**src/rtl/cla_adder_pipe.sv**
```systemverilog
// Pipelined carry-look-ahead adder/subtractor: one WIDTH/SEGS-bit segment is resolved
// per stage, the segment carry is registered, and the pipeline freezes on backpressure.
module cla_adder_pipe #(
    parameter int WIDTH = 16,
    parameter int SEGS  = 4,
    parameter int GROUP = 4
) (
    input  logic             clk,
    input  logic             rst,
    input  logic             in_valid,
    output logic             in_ready,
    input  logic [WIDTH-1:0] a,
    input  logic [WIDTH-1:0] b,
    input  logic             cin,
    input  logic             sub,
    output logic             out_valid,
    input  logic             out_ready,
    output logic [WIDTH-1:0] sum,
    output logic             cout,
    output logic             ovf
);

    localparam int SW = WIDTH / SEGS;
    localparam int NG = SW / GROUP;

    // Carry into position lo+n, as a flat sum of products of g/p starting at lo with carry c0.
    function automatic logic la_carry(input logic [SW-1:0] g, input logic [SW-1:0] p,
                                      input logic c0, input int lo, input int n);
        logic carry_s;
        logic term_s;
        carry_s = 1'b0;
        for (int i = 0; i <= SW; i++) begin
            if (i <= n) begin
                if (i == 0) begin
                    term_s = c0;
                end else begin
                    term_s = g[lo+i-1];
                end
                for (int j = 0; j < SW; j++) begin
                    if ((j >= i) && (j < n)) begin
                        term_s = term_s & p[lo+j];
                    end else begin
                        term_s = term_s;
                    end
                end
                carry_s = carry_s | term_s;
            end else begin
                carry_s = carry_s;
            end
        end
        return carry_s;
    endfunction

    // One segment: group generate/propagate, then look-ahead across groups and within each group.
    function automatic logic [SW:0] seg_add(input logic [SW-1:0] x, input logic [SW-1:0] y,
                                            input logic c0);
        logic [SW-1:0] g_s;
        logic [SW-1:0] p_s;
        logic [SW-1:0] gg_s;
        logic [SW-1:0] gp_s;
        logic [SW-1:0] s_s;
        logic          gc_s;
        g_s  = x & y;
        p_s  = x ^ y;
        gg_s = '0;
        gp_s = '0;
        s_s  = '0;
        for (int j = 0; j < NG; j++) begin
            gg_s[j] = la_carry(g_s, p_s, 1'b0, j * GROUP, GROUP);
            gp_s[j] = &p_s[j*GROUP +: GROUP];
        end
        for (int j = 0; j < NG; j++) begin
            gc_s = la_carry(gg_s, gp_s, c0, 0, j);
            for (int i = 0; i < GROUP; i++) begin
                s_s[j*GROUP+i] = p_s[j*GROUP+i] ^ la_carry(g_s, p_s, gc_s, j * GROUP, i);
            end
        end
        return {la_carry(gg_s, gp_s, c0, 0, NG), s_s};
    endfunction

    logic             v_r   [0:SEGS];
    logic             c_r   [0:SEGS];
    logic [WIDTH-1:0] sum_r [0:SEGS];
    logic [WIDTH-1:0] a_r   [0:SEGS-1];
    logic [WIDTH-1:0] b_r   [0:SEGS-1];
    logic             ovf_r;

    logic [WIDTH-1:0] sum_nx_s [1:SEGS];
    logic             c_nx_s   [1:SEGS];
    logic [SW:0]      seg_s;
    logic             ovf_nx_s;
    logic             stall_s;

    assign stall_s   = v_r[SEGS] & ~out_ready;
    assign in_ready  = ~stall_s;
    assign out_valid = v_r[SEGS];
    assign sum       = sum_r[SEGS];
    assign cout      = c_r[SEGS];
    assign ovf       = ovf_r;

    // Per-stage segment arithmetic and the overflow flag of the final stage.
    always_comb begin
        seg_s = '0;
        for (int k = 0; k < SEGS; k++) begin
            seg_s = seg_add(a_r[k][k*SW +: SW], b_r[k][k*SW +: SW], c_r[k]);
            sum_nx_s[k+1] = sum_r[k];
            sum_nx_s[k+1][k*SW +: SW] = seg_s[SW-1:0];
            c_nx_s[k+1] = seg_s[SW];
        end
        ovf_nx_s = (a_r[SEGS-1][WIDTH-1] == b_r[SEGS-1][WIDTH-1]) &&
                   (sum_nx_s[SEGS][WIDTH-1] != a_r[SEGS-1][WIDTH-1]);
    end

    // Pipeline registers: operands are conditioned at accept; everything freezes on a stall.
    always_ff @(posedge clk or posedge rst) begin
        if (rst) begin
            for (int k = 0; k <= SEGS; k++) begin
                v_r[k]   <= 1'b0;
                c_r[k]   <= 1'b0;
                sum_r[k] <= '0;
            end
            for (int k = 0; k < SEGS; k++) begin
                a_r[k] <= '0;
                b_r[k] <= '0;
            end
            ovf_r <= 1'b0;
        end else if (!stall_s) begin
            v_r[0]   <= in_valid;
            a_r[0]   <= a;
            b_r[0]   <= sub ? ~b : b;
            c_r[0]   <= sub ^ cin;
            sum_r[0] <= '0;
            for (int k = 1; k <= SEGS; k++) begin
                v_r[k]   <= v_r[k-1];
                c_r[k]   <= c_nx_s[k];
                sum_r[k] <= sum_nx_s[k];
            end
            for (int k = 1; k < SEGS; k++) begin
                a_r[k] <= a_r[k-1];
                b_r[k] <= b_r[k-1];
            end
            ovf_r <= ovf_nx_s;
        end else begin
            ovf_r <= ovf_r;
        end
    end

endmodule

```
**config.mk**
```make
export PLATFORM = sky130hd
export DESIGN_NAME = cla_adder_pipe
export DESIGN_NICKNAME = d
export VERILOG_FILES = /design/src/rtl/cla_adder_pipe.sv
export SDC_FILE = /design/constraint.sdc
export NUM_CORES = 1
export LEC_CHECK = 0
export CORE_MARGIN = 10
export CORE_UTILIZATION = 44
export DETAILED_ROUTE_END_ITERATION = 12
export GPL_TIMING_DRIVEN = 0
export SLEW_MARGIN = 20
export SYNTH_ARGS = -nofsm -noshare
export SYNTH_HDL_FRONTEND = slang
export SYNTH_SLANG_ARGS = --single-unit
```
**constraint.sdc**
```tcl
create_clock -name clk -period 6.2 [get_ports clk]
set_input_delay 1.24 -clock clk [delete_from_list [all_inputs] [get_ports clk]]
set_output_delay 1.24 -clock clk [all_outputs]
set_load 0.02 [all_outputs]
```
==> results.json <==
{
  "netlist_instances": 618,
  "synth_area_per_cell_um2": 9.33,
  "grt_first_pass_wirelength_mm": 20.9,
  "critPathArrivalTime_ns": 3.07,
  "routedWlPerCell_um": 14.1,
  "cp_max_fo": 10,
  "synthesis.area_mm2": 0.00577,
  "rr_startpoint": "a_r[14]$_DFFE_PP0N_",
  "setup_viol": 0,
  "synth_edf_count": 0,
  "slew_headroom_pct": 63.3,
  "wl_mm": 12.4,
  "synthFlopType": "dfrtp_1",
  "grt_max_degree": 106,
  "post_dp_cell_area_mm2": 0.00658,
  "r2r-end": "cout$_DFFE_PP0N_",
  "hold_path.class": "reg -> reg",
  "max_stage_delay_ns": 0.66,
  "numClockSinks": 131,
  "cts_resized": 0,
  "setup_tns_ns": 0,
  "grtUsageTotal_pct": 14.7,
  "status": "complete, no violations",
  "total_power_mw": 3.88,
  "skew_ns": 0.00475,
  "leakage_nw": 3.57,
  "cts_max_level": 4,
  "hold_end": "out_valid$_DFFE_PP0N_",
  "postLayoutCellArea_mm2": 0.00723,
  "io_buffers": 56,
  "pwr_density_cell_mw_per_mm2": 537,
  "dp_hpwl_mm": 8.84,
  "synth.distinct_cells": 30,
  "gr-total-overflow": 0,
  "dr.first_iter.drc_count": 257,
  "tritoncts": "yes",
  "ctsRootBufferMaster": "clkbuf_16",
  "gp_congestion": 0.785,
  "drive_above_1_share_pct": 9.90,
  "drc_errors": 0,
  "critPathKind": "in -> out",
  "die-width_um": 134,
  "synth_nets": 680,
  "fin_nets": 756,
  "coreArea_mm2": 0.0127,
  "grt_pass1_vias": 4316,
  "peakVddDrop_uv": 224,
  "drtAntennaViolNets": 0,
  "viasPerCell": 4.75,
  "rsz0062_at_grt": "no",
  "rrSetupSlack_ns": 4.53,
  "row_count": 41,
  "die_h_um": 134,
  "initial_utilization_pct": 45.3,
  "path_cells": "clkdlybuf4s50_1 -> nor2b_4 -> inv_1 -> buf_2 -> buf_2 -> clkdlybuf4s50_1",
  "drv_slew": 0,
  "critPathLaunchType": "input pin",
  "min_from": "v_r[1]$_DFFE_PP0N_",
  "layout_min_cycle_time_ns": 4.31,
  "yosys-top-cells-area": "dfrtp_1 57%, nand2_1 20%, ha_1 4.3%",
  "dieArea_mm2": 0.0181,
  "cp-end-kind": "output port",
  "ys_seq_area_share_pct": 56.8,
  "min_period_over_period_pct": 69.5,
  "finalHoldViolations": 0,
  "cts_made_buffers": 17,
  "ios": 58,
  "worstPathRequired_ns": 4.96,
  "crit_slowest_cell": "clkdlybuf4s50_1",
  "diodes": 0,
  "fmaxAchievable_mhz": 232,
  "hold_buffers": 0,
  "cts_setup_buffers": 0,
  "firstDrtPassIters": 4,
  "ys_ff_latch": 131,
  "clock_latency_ns": 0.42,
  "antenna_found_initial": 0,
  "clkTransAtPathRegs_ns": 0.05,
  "async_flop_share_pct": 100,
  "final_common_cell": "nand2_1",
  "maxCapViolations": 0,
  "area_growth_pct": 25.4,
  "final_cell_mix": "312 x nand2_1, 131 x dfrtp_1, 56 x clkdlybuf4s50_1",
  "r2r_cells": 4,
  "cts.path.max_buffers": 2,
  "via_count": 4179,
  "tightest_slew_ns": 0.551,
  "worstHoldPathCells": 1,
  "synth_top_area_share_pct": 56.8,
  "synth_top_area_cell": "dfrtp_1",
  "yosysWarnings": 0,
  "fillers": 1199
}
logic make-up after synthesis:
family | synth area share (%)
XOR/XNOR | 3.19
AO/OA/AOI/OAI | 6.31
multiplexers | 0.911
adder cells (fa/ha/maj) | 5.73
flip-flops | 56.8
AND/OR/NAND/NOR | 22.8
buffers and inverters | 4.23
worst max-delay path, delay by kind of cell:
kind | cells | cell delay (ns)
simple gates | 1 | 0.08
buf+inv | 5 | 1.74
cell type report:
cell class                      count  area, um^2  area share (%)
Tap cell                          172         215            2.98
Timing Repair Buffer               57         588            8.13
Multi-Input combinational cell    444        2240            31.0
Clock buffer                       23         478            6.61
Sequential cell                   131        3280            45.3
Clock inverter                      9         175            2.42
Inverter                           12        52.6           0.727
Buffer                             31         199            2.75
Yosys cell counts (2+ instances only):
cell type and n:
nor2_1 6, a21oi_1 10, fa_1 4, nand4_1 5
ha_1 20, buf_6 4, o21a_1 2, o31ai_1 4
a211oi_1 4, nor3b_1 7, nand2_1 312, o211ai_1 4
xnor2_1 18, a21boi_0 3, a31o_2 4, buf_4 8
o21ai_0 28, xor2_1 3, mux2_4 2, mux2_2 2
dfrtp_1 131, buf_2 18, inv_1 12
worst max path at each step:
| stage | depth (start not counted) | slack [ns] | from | end |
|---|---|---|---|---|
| 2_1_floorplan | 1 | 1.46 | rst | a_r[12]$_DFFE_PP0N_ |
| 3_3_place_gp | 2 | -0.27 | rst | v_r[4]$_DFFE_PP0N_ |
| 3_5_place_dp | 6 | 1.87 | out_ready | in_ready |
| 4_1_cts | 6 | 1.86 | out_ready | in_ready |
| 5_1_grt | 6 | 1.81 | out_ready | in_ready |
| 6_report | 6 | 1.89 | out_ready | in_ready |
registers in the layout, summed over array words and instances, names as in the netlist:
signal / count
v_r: 4
cout: 1
ovf: 1
c_r: 4
sum_nx_s: 24
a_r: 40
sum: 16
out_valid: 1
b_r: 40
metal layers:
| metal | global-route usage (%) | routed length, um | vias to the layer above |
|---|---|---|---|
| met5 | 0 | 0 | - |
| met4 | 6.35 | 234 | 0 |
| met3 | 4.23 | 575 | 19 |
| met2 | 23.6 | 5770 | 68 |
| met1 | 18.0 | 5860 | 1974 |
| li1 | - | - | 2118 |
stage by stage:
| stage | worst slack, ns | hold slack, ns | util [%] | std cells |
|---|---|---|---|---|
| finish | 1.89 | 0.453 | 56.8 | 879 |
| global route | 1.81 | 0.469 | 56.8 | 879 |
| CTS | 1.86 | 0.458 | 56.8 | 879 |
| detailed placement | 1.87 | 0.448 | 51.7 | 847 |
| global placement | -0.272 | 0.446 | 51.4 | 846 |
| floorplan | 1.46 | 0.430 | - | 618 |
where the power goes:
group	internal (mW)	leakage, nW	switching, mW	total [mW]
clock	0.744	0.313	0.352	1.10
combinational	0.584	1.67	0.743	1.33
sequential	1.24	1.59	0.225	1.46
total	2.56	3.57	1.32	3.88
No activity file was read; power rests on OpenSTA's default activity.
